<file path="src/rtl/judge_score_core_if.sv">
// -----------------------------------------------------------------------------
// judge_score_core_if
// Judgement bus carrying one graded result per strobe from the judging core
// to its consumers (score, LED and segment controllers).
//   judge_valid  one-cycle strobe per judgement
//   judge        0 none, 1 MISS, 2 GOOD, 3 PERFECT; holds the last value
//   judge_track  track index of the last judgement
// TRACK_W must equal the core's track-index width, max(1, clog2(N_TRACK)).
// master: driven by judge_score_core; slave: read by consumers.
// -----------------------------------------------------------------------------
interface judge_score_core_if #(
    parameter int TRACK_W = 2
);
    logic               judge_valid;
    logic [1:0]         judge;
    logic [TRACK_W-1:0] judge_track;

    modport master (
        output judge_valid,
        output judge,
        output judge_track
    );

    modport slave (
        input judge_valid,
        input judge,
        input judge_track
    );
endinterface

</file>
<file path="src/rtl/judge_score_core.sv">
// -----------------------------------------------------------------------------
// judge_score_core
// Multi-track rhythm-game judging.
//
// Each track runs a timing window that is opened by a note-arrival pulse.
// A button press on an open window is graded PERFECT or GOOD from the elapsed
// tick count, and a window that runs out is graded MISS. Results go into one
// pending slot per track; an arbiter drains the lowest occupied slot each
// cycle onto the judgement bus. Score, combo and max-combo accumulate from
// the bus. A phase FSM (IDLE/PLAY/END) gates all judging.
//
// Ports
//   clk, rst        system clock, synchronous active-high reset
//   i_tick          1 ms single-cycle tick
//   i_start         IDLE -> PLAY, clears score/combo/max-combo
//   i_restart       any phase -> IDLE, clears everything (highest priority)
//   i_game_end      PLAY -> END, discards open windows and pending results
//   i_hit           per-track note-arrival pulse
//   i_btn_play      per-track press pulse
//   o_phase         0 IDLE, 1 PLAY, 2 END
//   jbus            judgement bus (valid / judge / track)
//   o_score         accumulated score, saturating
//   o_combo         current combo, saturating
//   o_max_combo     best combo this game
// -----------------------------------------------------------------------------
module judge_score_core #(
    parameter int N_TRACK       = 4,
    parameter int WIN_PERFECT   = 30,
    parameter int WIN_GOOD      = 80,
    parameter int SCORE_PERFECT = 2,
    parameter int SCORE_GOOD    = 1,
    parameter int SCORE_W       = 16,
    parameter int COMBO_W       = 10
) (
    input  logic                    clk,
    input  logic                    rst,
    input  logic                    i_tick,
    input  logic                    i_start,
    input  logic                    i_restart,
    input  logic                    i_game_end,
    input  logic [N_TRACK-1:0]      i_hit,
    input  logic [N_TRACK-1:0]      i_btn_play,
    output logic [1:0]              o_phase,
    judge_score_core_if.master      jbus,
    output logic [SCORE_W-1:0]      o_score,
    output logic [COMBO_W-1:0]      o_combo,
    output logic [COMBO_W-1:0]      o_max_combo
);
    localparam int TRACK_W = (N_TRACK > 1) ? $clog2(N_TRACK) : 1;
    localparam int ELAP_W  = $clog2(WIN_GOOD + 1);

    localparam logic [ELAP_W-1:0]  PERF_LIM  = ELAP_W'(WIN_PERFECT);
    localparam logic [ELAP_W-1:0]  GOOD_LAST = ELAP_W'(WIN_GOOD - 1);
    localparam logic [SCORE_W:0]   P_INC     = (SCORE_W + 1)'(SCORE_PERFECT);
    localparam logic [SCORE_W:0]   G_INC     = (SCORE_W + 1)'(SCORE_GOOD);

    localparam logic [1:0] J_NONE    = 2'd0;
    localparam logic [1:0] J_MISS    = 2'd1;
    localparam logic [1:0] J_GOOD    = 2'd2;
    localparam logic [1:0] J_PERFECT = 2'd3;

    typedef enum logic [1:0] {
        PH_IDLE = 2'd0,
        PH_PLAY = 2'd1,
        PH_END  = 2'd2
    } phase_t;

    phase_t phase_q;

    logic play;
    logic flush;

    // Window/slot state is dropped on restart, and on leaving PLAY for END.
    assign play  = (phase_q == PH_PLAY);
    assign flush = i_restart | (play & i_game_end);

    // ------------------------------------------------------------ phase FSM
    always_ff @(posedge clk) begin
        if (rst) begin
            phase_q <= PH_IDLE;
        end else if (i_restart) begin
            phase_q <= PH_IDLE;
        end else begin
            case (phase_q)
                PH_IDLE: if (i_start)    phase_q <= PH_PLAY;
                PH_PLAY: if (i_game_end) phase_q <= PH_END;
                PH_END:  phase_q <= PH_END;
                default: phase_q <= PH_IDLE;
            endcase
        end
    end

    // ------------------------------------------------------------ tracks
    logic [1:0]         pend_arr [N_TRACK];
    logic [N_TRACK-1:0] grant;

    for (genvar gi = 0; gi < N_TRACK; gi++) begin : g_trk
        logic              open_q, open_d;
        logic [ELAP_W-1:0] elap_q, elap_d;
        logic [1:0]        pend_q, pend_d;
        logic [1:0]        grade;

        always_comb begin
            open_d = open_q;
            elap_d = elap_q;
            grade  = J_NONE;
            if (play) begin
                if (i_btn_play[gi] && open_q) begin
                    // Press grades the pre-increment elapsed; a same-cycle
                    // hit starts the next note's window.
                    grade  = (elap_q < PERF_LIM) ? J_PERFECT : J_GOOD;
                    open_d = i_hit[gi];
                    elap_d = '0;
                end else if (i_btn_play[gi] && i_hit[gi]) begin
                    // Note and press coincide: elapsed 0 is always PERFECT.
                    grade  = J_PERFECT;
                    open_d = 1'b0;
                    elap_d = '0;
                end else if (i_hit[gi]) begin
                    if (open_q) grade = J_MISS;
                    open_d = 1'b1;
                    elap_d = '0;
                end else if (i_tick && open_q) begin
                    if (elap_q == GOOD_LAST) begin
                        grade  = J_MISS;
                        open_d = 1'b0;
                        elap_d = '0;
                    end else begin
                        elap_d = elap_q + 1'b1;
                    end
                end
            end

            // A fresh result takes precedence over the slot being drained.
            pend_d = pend_q;
            if (grant[gi])       pend_d = J_NONE;
            if (grade != J_NONE) pend_d = grade;

            if (flush) begin
                open_d = 1'b0;
                elap_d = '0;
                pend_d = J_NONE;
            end
        end

        always_ff @(posedge clk) begin
            if (rst) begin
                open_q <= 1'b0;
                elap_q <= '0;
                pend_q <= J_NONE;
            end else begin
                open_q <= open_d;
                elap_q <= elap_d;
                pend_q <= pend_d;
            end
        end

        assign pend_arr[gi] = pend_q;

        a_no_overwrite: assert property (@(posedge clk) disable iff (rst)
            !(!flush && grade != J_NONE && pend_q != J_NONE && !grant[gi]));
    end

    // ------------------------------------------------------------ arbiter
    logic               sel_valid;
    logic [1:0]         sel_judge;
    logic [TRACK_W-1:0] sel_track;

    always_comb begin
        grant     = '0;
        sel_valid = 1'b0;
        sel_judge = J_NONE;
        sel_track = '0;
        for (int i = 0; i < N_TRACK; i++) begin
            if (!sel_valid && pend_arr[i] != J_NONE) begin
                sel_valid = 1'b1;
                grant[i]  = 1'b1;
                sel_judge = pend_arr[i];
                sel_track = TRACK_W'(i);
            end
        end
    end

    // ------------------------------------------------------------ accumulate
    logic               judge_valid_q;
    logic [1:0]         judge_q;
    logic [TRACK_W-1:0] judge_track_q;
    logic [SCORE_W-1:0] score_q, score_d;
    logic [COMBO_W-1:0] combo_q, combo_d, max_combo_q, max_combo_d;
    logic [SCORE_W:0]   score_sum;

    always_comb begin
        score_d     = score_q;
        combo_d     = combo_q;
        max_combo_d = max_combo_q;
        score_sum   = {1'b0, score_q} + ((judge_q == J_PERFECT) ? P_INC : G_INC);
        if (judge_valid_q) begin
            if (judge_q == J_MISS) begin
                combo_d = '0;
            end else if (judge_q != J_NONE) begin
                score_d = score_sum[SCORE_W] ? '1 : score_sum[SCORE_W-1:0];
                combo_d = (combo_q == '1) ? combo_q : combo_q + 1'b1;
                if (combo_d > max_combo_q) max_combo_d = combo_d;
            end
        end
    end

    always_ff @(posedge clk) begin
        if (rst) begin
            judge_valid_q <= 1'b0;
            judge_q       <= J_NONE;
            judge_track_q <= '0;
            score_q       <= '0;
            combo_q       <= '0;
            max_combo_q   <= '0;
        end else begin
            judge_valid_q <= sel_valid & ~flush;
            if (i_restart) begin
                judge_q       <= J_NONE;
                judge_track_q <= '0;
            end else if (sel_valid && !flush) begin
                judge_q       <= sel_judge;
                judge_track_q <= sel_track;
            end

            if (i_restart || (phase_q == PH_IDLE && i_start)) begin
                score_q     <= '0;
                combo_q     <= '0;
                max_combo_q <= '0;
            end else begin
                score_q     <= score_d;
                combo_q     <= combo_d;
                max_combo_q <= max_combo_d;
            end
        end
    end

    assign o_phase          = phase_q;
    assign jbus.judge_valid = judge_valid_q;
    assign jbus.judge       = judge_q;
    assign jbus.judge_track = judge_track_q;
    assign o_score          = score_q;
    assign o_combo          = combo_q;
    assign o_max_combo      = max_combo_q;
endmodule

</file>
<file path="src/flat_wrapper.sv">
// flat-port wrapper written by rule: the top's interface ports become plain ports
module judge_score_core_flat 
#(
    parameter int N_TRACK       = 4,
    parameter int WIN_PERFECT   = 30,
    parameter int WIN_GOOD      = 80,
    parameter int SCORE_PERFECT = 2,
    parameter int SCORE_GOOD    = 1,
    parameter int SCORE_W       = 16,
    parameter int COMBO_W       = 10
)
  (clk, rst, i_tick, i_start, i_restart, i_game_end, i_hit, i_btn_play, o_phase, o_score, o_combo, o_max_combo, jbus_judge_valid, jbus_judge, jbus_judge_track);
  judge_score_core_if #(.TRACK_W(2)) jbus_i ();
  input  logic clk;
  input  logic rst;
  input  logic i_tick;
  input  logic i_start;
  input  logic i_restart;
  input  logic i_game_end;
  input  logic [N_TRACK-1:0] i_hit;
  input  logic [N_TRACK-1:0] i_btn_play;
  output logic [1:0] o_phase;
  output logic [SCORE_W-1:0] o_score;
  output logic [COMBO_W-1:0] o_combo;
  output logic [COMBO_W-1:0] o_max_combo;
  output wire logic [$bits(jbus_i.judge_valid)-1:0] jbus_judge_valid;
  output wire logic [$bits(jbus_i.judge)-1:0] jbus_judge;
  output wire logic [$bits(jbus_i.judge_track)-1:0] jbus_judge_track;
  assign jbus_judge_valid = jbus_i.judge_valid;
  assign jbus_judge = jbus_i.judge;
  assign jbus_judge_track = jbus_i.judge_track;
  judge_score_core #(.N_TRACK(N_TRACK), .WIN_PERFECT(WIN_PERFECT), .WIN_GOOD(WIN_GOOD), .SCORE_PERFECT(SCORE_PERFECT), .SCORE_GOOD(SCORE_GOOD), .SCORE_W(SCORE_W), .COMBO_W(COMBO_W)) u_core (.clk(clk), .rst(rst), .i_tick(i_tick), .i_start(i_start), .i_restart(i_restart), .i_game_end(i_game_end), .i_hit(i_hit), .i_btn_play(i_btn_play), .o_phase(o_phase), .jbus(jbus_i), .o_score(o_score), .o_combo(o_combo), .o_max_combo(o_max_combo));
endmodule
</file>
<file path="config.mk">
export PLATFORM = sky130hd
export DESIGN_NAME = judge_score_core_flat
export DESIGN_NICKNAME = d
export VERILOG_FILES = /design/src/rtl/judge_score_core_if.sv /design/src/rtl/judge_score_core.sv /design/src/flat_wrapper.sv
export SDC_FILE = /design/constraint.sdc
export NUM_CORES = 1
export LEC_CHECK = 0
export BUFFER_PORTS_ARGS = -buffer_cell sky130_fd_sc_hd__buf_2
export CAP_MARGIN = 0
export CORE_MARGIN = 1.5
export CORE_UTILIZATION = 52
export CTS_BUF_LIST = sky130_fd_sc_hd__clkbuf_4
export CTS_CLUSTER_DIAMETER = 40
export DETAILED_ROUTE_END_ITERATION = 6
export GPL_TIMING_DRIVEN = 0
export MAX_ROUTING_LAYER = met4
export PLACE_DENSITY = 0.81
export SKIP_LAST_GASP = 1
export SYNTH_ARGS = -nofsm -noshare
export SYNTH_HDL_FRONTEND = slang
export SYNTH_SLANG_ARGS = --single-unit
export TNS_END_PERCENT = 50
</file>
<file path="constraint.sdc">
create_clock -name clk -period 3.2 [get_ports clk]
set_clock_uncertainty 0.1 [all_clocks]
set_input_delay 0.48 -clock clk [delete_from_list [all_inputs] [get_ports clk]]
set_output_delay 0.48 -clock clk [all_outputs]
set_load 0.02 [all_outputs]
</file>
==> flow_summary_export.csv, run 1 <==
group,metric,value,unit
critical_path,required,3.44,ns
timing,setup_viol,0,
power,p_per_area,350,nW/um^2
yosys,synth_top_area_frac,0.375,
yosys,synth-main-ff-cell,"dfxtp_1",
cells_and_area,area_delta_synth_final,12.6,%
route,drt_iter0_markers,176,
route,drt-wirelength-per-cell,14.4,um
grt,grt_max_degree,14,
power,power.leakage,0.00190,uW
grt,antenna_found_initial,0,
min_path,min_path_cells,2,
yosys,synth_seq_cells,83,
yosys,netlist_instances,530,
timing,timing.final.crit_share,0.964,
yosys,synth_async_sr_flop_share,0,
timing,fmax,324,MHz
place,port_buffers,55,
power,ir_drop,228,uV
critical_path,worst-path-max-fanout,8,
grt,grt_pass1_wl,16300,um
min_path,min_path_type,"in2reg",
place,hpwlAfterDp,7430,um
cts,clock_sinks,83,
floorplanning,fp-row-count,33,
yosys,synth-warning-count,0,
critical_path,path_cells,"and2_1 -> nor3b_1 -> mux2_2 -> ha_1 -> nand4_1 -> a211oi_2 -> a2111o_1 -> nand2_1 -> a31o_2",
yosys,synth-simple-area-share,0.230,
critical_path,worstSetupPathDepth,9,
status,status,"finished, final reports clean",
cts,cts_tree,"done",
route,vias,4206,
floorplanning,io_pins,57,
route,drc_errors,0,
grt,grt_overflow_total,0,
yosys,synth_compound_area_frac,0.216,
cells_and_area,fin_nets,631,
floorplanning,die_x,95.4,um
yosys,synth_top_area_cell,"dfxtp_1",
yosys,synth.avg_cell_area,8.37,um^2
floorplanning,dieHeight,95.4,um
cts,clkSlewWorstSetupHoldPaths,0.13,ns
critical_path,rr_worst_depth,9,
timing,drv_slew,0,
yosys,seq_area_frac_synth,0.375,
cts,cts_root_buf,"clkbuf_4",
cells_and_area,layout-drive-gt1-share,0.160,
yosys,syn-cell-area,4440,um^2
cts,cts_inserted_buffers,9,
floorplanning,core_area,8260,um^2
timing,relSlewSlack,0.518,
critical_path,path_class,"reg2reg",
critical_path,cp-start-kind,"flip-flop",
yosys,synth_mux_area_frac,0.0234,
critical_path,cp.arrival,3.32,ns
critical_path,endpoint_kind,"flip-flop",
cells_and_area,fin_cells,706,
route,firstDrtPassIters,5,
route,vias_per_cell,5.96,
yosys,synthTopCellsByArea,"dfxtp_1, ha_1, a21oi_1, nor2_1, xor2_1",
yosys,synth_nets,565,
grt,grt_pass1_vias,3672,
floorplanning,design.die.area,9100,um^2
critical_path,reg2reg_from,"u_core.o_combo[0]",
route,wl,10100,um
critical_path,slowest_stage,"dfxtp_1",
yosys,synth-adder-area-share,0.0632,
timing,tightest_slew,0.719,ns
yosys,yosysUniqueCellTypes,56,
route,ant_nets,0,
min_path,hold_start,"i_btn_play[0]",
cts,clock_latency,0.43,ns
run,cap_viol_max_count,0,
grt,grt_use_total,0.232,
cts,htree_levels,3,
yosys,synth_xor_area_frac,0.0553,
cells_and_area,antenna_cells,0,
timing,setup_tns,0,ns
cts,hold_buffers,0,
yosys,synth_edf_count,0,
place,dp_cells,690,
critical_path,cpPeakStageDelay,0.51,ns
place,place_congestion,0.900,
critical_path,critPathLaunch,"u_core.o_combo[0]",
cts,clk_path_buf_depth,2,
critical_path,worst-path-buf-inv,0,
critical_path,crit_family,"simple AND/OR/NAND/NOR gates",
floorplanning,start_util,0.537,
yosys,synth_top_family_by_area,"simple AND/OR/NAND/NOR gates",
timing,period_needed,3.09,ns
timing,hold_viol_final,0,
critical_path,reg2reg_slack,0.11,ns
[synth_stat cells, types with 2 or more instances]
cell and n:
dfxtp_1 83, nor2_1 61, a21oi_1 47, nand2_1 31, o21ai_0 27, inv_1 24
nand3_1 21, ha_1 20, xor2_1 20, nand4_1 18, and3_1 15, a211oi_1 13
a22oi_1 13, nor3_1 11, clkbuf_1 9, o21a_1 9, and4_1 8, xnor2_1 8
mux2i_1 7, a21o_1 6, buf_2 6, nand2b_1 6, nor4_1 6, a31oi_1 5
and2_1 5, o211ai_1 5, a31o_2 3, a32oi_1 3, mux2_2 3, or2_2 3
a2111oi_0 2, a21bo_2 2, a2bb2oi_1 2, a41oi_1 2, buf_1 2, nand4b_1 2
nor3b_1 2, nor4bb_1 2
[routing by layer]
metal	vias to the layer above	GRT usage	routed length (um)
met4	0	0.0748	127
li1	2087	-	-
met5	-	-	0
met3	18	0.0470	489
met2	118	0.402	4970
met1	1983	0.269	4560
[flip-flops by register name (all words and copies together) (netlist names)]
name	cells
u_core.o_phase	2
u_core.jbus.judge_valid	1
u_core.o_combo	10
u_core.o_score	16
u_core.jbus.judge_track	2
u_core.g_trk.elap_q	28
u_core.jbus.judge	2
u_core.o_max_combo	10
u_core.g_trk.open_q	4
u_core.g_trk.pend_q	8
[repair_timing]
action                     in CTS  in global routing
setup endpoints to repair       0                 10
resized for setup               0                  3
buffers inserted                0                  1
[kinds of logic after synthesis]
group / after synthesis
muxes: 10
and+or+nand+nor: 198
adders and majority gates: 22
DFF: 83
xor gates and xnor gates: 28
buffers and inverters: 42
AOI/OAI and AO/OA: 147
[worst paths after layout]
check | to
worst max register to register | u_core.o_max_combo[0]
worst min-delay path | u_core.g_trk[0].pend_q[1]
worst max-delay path | u_core.o_max_combo[0]
worst min register to register | u_core.o_max_combo[1]
[stage by stage]
stage	worst slack [ns]	hold slack [ns]	cell area [um^2]	util	total power, uW
after global routing	-0.0421	0.239	4990	0.605	1810
after floorplan	0.231	0.361	4440	-	1130
after detailed placement	0.0759	0.385	4840	0.587	1160
after CTS	0.0580	0.244	4980	0.603	1760
after global placement	0.0849	0.377	4840	0.587	1160
final	0.115	0.274	4990	0.605	1750
[report_power, final]
part | leakage [uW] | switching (uW) | internal [uW]
combinational | 0.00117 | 69.4 | 31.6
clock | 0.0000705 | 353 | 252
sequential | 0.000669 | 4.20 | 1040
[cells in the final DEF (no fill, tap or decap), drive strengths merged, types with 18 or more instances in the layout]
master	netlist	routed
a21oi	47	47
buf	8	63
clkbuf	10	21
dfxtp	83	83
ha	20	20
inv	24	24
nand2	31	31
nand3	22	22
nand4	18	18
nor2	61	61
o21ai	28	28
xor2	20	20
[layout make-up]
class | count | area, um^2
fill | 746 | 3260
multi-input combinational | 405 | 2620
sequential | 83 | 1660
timing repair buffer | 56 | 283
tap | 105 | 131
inverter | 24 | 90.1
clock buffer | 11 | 82.6
buffer | 17 | 72.6
clock inverter | 5 | 53.8
Note: power is estimated with default switching activity, not from simulation.
==> run 2: changes to the inputs <==
Settings changed: ABC_AREA from default to 1.
==> flow_summary_export.csv, run 2 <==
group,metric,value,unit
status,status,"finished, final reports clean",
min_path,hold_start,"rst",
floorplanning,start_util,0.537,
yosys,synth_mux_area_frac,0,
grt,grt_pass1_wl,18900,um
route,vias,4728,
critical_path,required,3.45,ns
route,firstDrtPassIters,4,
route,route.met3.wl,583,um
power,p_per_area,327,nW/um^2
yosys,synth_async_sr_flop_share,0,
yosys,synth_edf_count,0,
floorplanning,core_area,8720,um^2
grt,grt_overflow_total,0,
timing,setup_tns,0,ns
route,drc_errors,0,
run,cap_viol_max_count,0,
yosys,netlist_instances,714,
cells_and_area,largest_register_ffs,28,
route,vias_per_cell,5.29,
cts,clk_path_buf_depth,2,
cells_and_area,fin_nets,816,
yosys,seq_area_frac_synth,0.355,
timing,period_needed,2.93,ns
yosys,synth-main-ff-cell,"dfxtp_1",
yosys,synth_xor_area_frac,0.0187,
cells_and_area,final_cell_mix,"nand2_1, inv_1, nor2_1",
cts,clock_sinks,83,
cells_and_area,layout-drive-gt1-share,0.126,
critical_path,slowest_stage,"dfxtp_1",
yosys,yosysMostFrequentCell,"nand2_1",
route,drt_iter0_markers,240,
route,wl,11100,um
route,ant_nets,0,
cts,cts_root_buf,"clkbuf_4",
grt,grt_use_total,0.243,
timing,setup_viol,0,
power,ir_drop,198,uV
floorplanning,dieHeight,97.9,um
yosys,synth_top_family_by_area,"simple AND/OR/NAND/NOR gates",
min_path,min_path_type,"in2reg",
critical_path,endpoint_kind,"flip-flop",
cells_and_area,layout_commonest_cell,"nand2_1",
yosys,yosysUniqueCellTypes,38,
cells_and_area,antenna_cells,0,
critical_path,cp-start-kind,"flip-flop",
critical_path,critPathLaunch,"u_core.o_combo[0]",
yosys,syn-cell-area,4680,um^2
timing,hold_viol_final,0,
grt,antenna_found_initial,0,
timing,rsz0062_at_grt,"no",
critical_path,path_cells,"ha_1 -> nand2_1 -> nor2_2 -> nand3_1 -> nand2_1 -> nand2_1 -> ha_1 -> inv_1 -> o21bai_1 -> nand3_1 -> nand3_1 -> buf_2 -> nand3b_1 -> nand2_1 -> nor2_1",
critical_path,worst-path-max-fanout,10,
place,port_buffers,56,
critical_path,path_class,"reg2reg",
cells_and_area,utilization,0.598,
yosys,synth-adder-area-share,0.0577,
floorplanning,design.die.area,9580,um^2
power,power.total,1710,uW
yosys,synth-simple-area-share,0.330,
yosys,synth.avg_cell_area,6.56,um^2
floorplanning,fp-row-count,34,
power,power.leakage,0.00231,uW
critical_path,reg2reg_from,"u_core.o_combo[0]",
place,hpwlAfterDp,8420,um
timing,relSlewSlack,0.544,
timing,timing.final.crit_share,0.916,
place,place_congestion,0.938,
route,wl_met2,5490,um
yosys,synth-warning-count,0,
yosys,synth_top_area_frac,0.355,
cts,htree_levels,3,
yosys,synth_seq_cells,83,
yosys,synth_nets,749,
route,top_layer,"met4",
critical_path,cpMostUsedCell,"nand2_1",
cts,cts_inserted_buffers,9,
timing,drv_slew,0,
grt,grt_pass1_vias,4359,
yosys,synthTopCellsByArea,"dfxtp_1, nand2_1, inv_1, a21oi_1, nor2_1",
critical_path,cpPeakStageDelay,0.48,ns
yosys,ys_top_cells_by_count,"nand2_1, inv_1, nor2_1, dfxtp_1, a21oi_1",
timing,fmax,341,MHz
cells_and_area,regMostFlops,"u_core.g_trk.elap_q",
route,wl_met1,4790,um
timing,tightest_slew,0.679,ns
yosys,synth_top_area_cell,"dfxtp_1",
critical_path,cp.arrival,3.18,ns
cts,cts_tree,"done",
yosys,synth_compound_area_frac,0.145,
cells_and_area,area_delta_synth_final,11.4,%
floorplanning,io_pins,57,
floorplanning,die_x,97.9,um
grt,grt_max_degree,15,
cts,clkSlewWorstSetupHoldPaths,0.14,ns
cts,clock_latency,0.44,ns
route,drt-wirelength-per-cell,12.4,um
## run 2: changes by cell type after synthesis, sizes merged, moves of 9 or more
cell    previous run  this run
a211oi            13         1
nand3             22        48
and3              15         2
o21ai             28        43
nor2              61        88
a21oi             47        67
nor3              12        22
inv               24       103
nand4             18         5
xor2              20         8
nand2             31       180
o21a               9         0
a22oi             13         0
## run 2: timing repair
item	in CTS	in global routing
hold buffers	0	0
setup buffers	0	0
resized for setup	0	1
endpoints found under the setup margin	0	8
## run 2: layout make-up
cell class              instances  area, um^2
repair buffers                 56         280
flip-flops and latches         83        1660
multi-input cells             517        2580
clock inverters                 6        42.5
clock buffers                  10        75.1
plain buffers                  10        52.6
well taps                     108         135
fillers                       825        3500
inverters                     104         390
## run 2: through the flow
step | hold slack [ns] | worst slack [ns] | instances | area, um^2
2_1_floorplan | 0.337 | 0.577 | 714 | 4680
3_3_place_gp | 0.350 | 0.344 | 878 | 5100
3_5_place_dp | 0.359 | 0.282 | 878 | 5100
4_1_cts | 0.152 | 0.253 | 894 | 5220
5_1_grt | 0.146 | 0.00920 | 894 | 5220
6_report | 0.165 | 0.269 | 894 | 5220
## run 2: final timing paths
| check | endpoint | slack (ns) | cells after the start |
|---|---|---|---|
| setup / recovery | u_core.o_max_combo[4] | 0.27 | 15 |
| hold / removal | u_core.jbus.judge_valid | 0.16 | 2 |
| setup reg to reg | u_core.o_max_combo[4] | 0.27 | 15 |
| hold reg to reg | u_core.g_trk[2].elap_q[2] | 0.38 | 2 |
## run 2: where the power goes
part | switching [uW] | internal [uW]
sequential | 4.22 | 1040
clock | 381 | 168
combinational | 80.8 | 33.1
total | 466 | 1240
## run 2: cells by family (layout without fill, tap and decap cells)
kind of cell,Yosys count,in the layout
compound gates,126,126
flops,83,83
xor+xnor,10,10
buf+inv,114,186
simple gates,360,360
fa+ha+maj,21,21
## run 2: worst max-delay path, delay by kind of cell (launching register included)
family | cells | cell delay (ns)
flip-flops | 1 | 0.48
adder cells (fa/ha/maj) | 2 | 0.56
AO/OA/AOI/OAI | 1 | 0.11
buffers and inverters | 2 | 0.32
AND/OR/NAND/NOR | 10 | 1.28
## run 2: metal layers
| metal | vias to the layer above | GRT usage |
|---|---|---|
| li1 | 2443 | - |
| met1 | 2143 | 0.284 |
| met2 | 122 | 0.421 |
| met3 | 20 | 0.0415 |
| met4 | 0 | 0.0846 |
| met5 | - | - |
==> run 3: changes to the inputs <==
Settings changed: CORE_UTILIZATION 52 to 60, PLACE_DENSITY 0.81 to 0.9.
==> flow_summary_export.csv, run 3 (synthesis results as in run 2) <==
group,metric,value,unit
cts,clock_sinks,83,
route,vias,4836,
cells_and_area,seq_area,1660,um^2
cts,cts_root_buf,"clkbuf_4",
timing,timing.final.crit_share,0.900,
floorplanning,start_util,0.612,
status,status,"finished, final reports clean",
timing,fmax,347,MHz
cells_and_area,regMostFlops,"u_core.g_trk.elap_q",
cells_and_area,largest_register_ffs,28,
grt,grt_pass1_vias,4510,
cts,cts_inserted_buffers,9,
place,place_congestion,0.929,
power,p_per_area,339,nW/um^2
grt,grt_use_total,0.286,
critical_path,cp-start-kind,"flip-flop",
cells_and_area,multiInputGateArea,2590,um^2
cts,cts_setup_buffers,0,
critical_path,path_class,"reg2reg",
floorplanning,core_area,7650,um^2
cells_and_area,fillerInstances,675,
place,dpl_cell_area,5090,um^2
grt,antenna_found_initial,0,
cts,htree_levels,3,
cts,clk_path_buf_depth,2,
cts,hold_buffers,0,
timing,tightest_slew,0.683,ns
cells_and_area,layout_commonest_cell,"nand2_1",
cells_and_area,area_delta_synth_final,11.7,%
cells_and_area,fin_nets,816,
cells_and_area,final_cell_mix,"nand2_1, inv_1, nor2_1",
grt,grt_max_degree,14,
timing,setup_viol,0,
timing,fin_ws,0.319,ns
place,hpwlAfterDp,8550,um
critical_path,cp.arrival,3.12,ns
timing,period_needed,2.88,ns
route,ant_nets,0,
timing,relSlewSlack,0.542,
route,drc_errors,0,
critical_path,required,3.44,ns
floorplanning,dieHeight,91.4,um
grt,grt_pass1_wl,19000,um
timing,setup_tns,0,ns
floorplanning,io_pins,57,
power,ir_drop,221,uV
route,drt_iter0_markers,271,
critical_path,endpoint_kind,"flip-flop",
power,power.leakage,0.00232,uW
route,firstDrtPassIters,5,
floorplanning,design.die.area,8340,um^2
route,wl,11300,um
cells_and_area,design_area,5230,um^2
floorplanning,fp-row-count,32,
timing,hold_viol_final,0,
cells_and_area,layout-drive-gt1-share,0.125,
grt,grt_overflow_total,0,
route,drt-wirelength-per-cell,12.7,um
place,port_buffers,56,
cells_and_area,utilization,0.684,
cts,clkSlewWorstSetupHoldPaths,0.13,ns
cts,cts_tree,"done",
run,cap_viol_max_count,0,
cts,clock_latency,0.44,ns
timing,rsz0062_at_grt,"no",
floorplanning,die_x,91.4,um
route,vias_per_cell,5.45,
timing,drv_slew,0,
timing,timing.hold.ws,0.135,ns
place,pre_cts_slack,0.241,ns
min_path,min_path_type,"in2reg",
critical_path,worst-path-max-fanout,10,
cells_and_area,antenna_cells,0,
## run 3: final timing paths
path / start / endpoint / slack (ns) / cells past startpoint
max: u_core.o_combo[1] / u_core.o_max_combo[9] / 0.32 / 15
min: rst / u_core.jbus.judge_valid / 0.13 / 2
max reg2reg: u_core.o_combo[1] / u_core.o_max_combo[9] / 0.32 / 15
min reg2reg: u_core.g_trk[2].elap_q[2] / u_core.g_trk[2].elap_q[2] / 0.37 / 2
## run 3: power breakdown
group          switching [uW]  internal [uW]  total (uW)
clock network             371            242         613
logic                    82.2           33.3         116
registers                4.23           1040        1040
total                     457           1310        1770
## run 3: final cells by class
cell class	instances	area share
Sequential cell	83	0.318
Buffer	10	0.0100
Inverter	104	0.0746
Multi-Input combinational cell	517	0.494
Clock buffer	10	0.0144
Clock inverter	6	0.0105
Timing Repair Buffer	56	0.0536
Tap cell	102	0.0244
## run 3: per-layer routing
metal / vias up / wire, um / share of wire / track usage
met5: - / 0 / 0 / -
met4: 0 / 275 / 0.024 / 0.130
met3: 34 / 552 / 0.049 / 0.0394
met2: 163 / 5690 / 0.50 / 0.504
met1: 2192 / 4770 / 0.42 / 0.318
li1: 2447 / - / - / -
## run 3: metrics by stage
stage               cells  power (uW)
CTS                   888        1780
detailed placement    872        1180
global placement      872        1170
finish                888        1770
floorplan             714        1140
global route          888        1830
## run 3: worst max-delay path: stages (launching register included)
cell,delay (ns)
dfxtp_1,0.46
ha_1,0.24
nand2_1,0.12
nor2_2,0.18
nand2_1,0.07
a21oi_1,0.24
inv_1,0.10
ha_1,0.29
nand2_1,0.05
nor2_1,0.15
nand2_1,0.07
o21ai_0,0.18
inv_2,0.11
buf_2,0.20
a21oi_1,0.16
nor2_1,0.06
## run 3: timing repair
item                       4_1_cts  5_1_grt
gates resized for setup          0        3
hold endpoints to repair         0        0
setup endpoints to repair        0       10
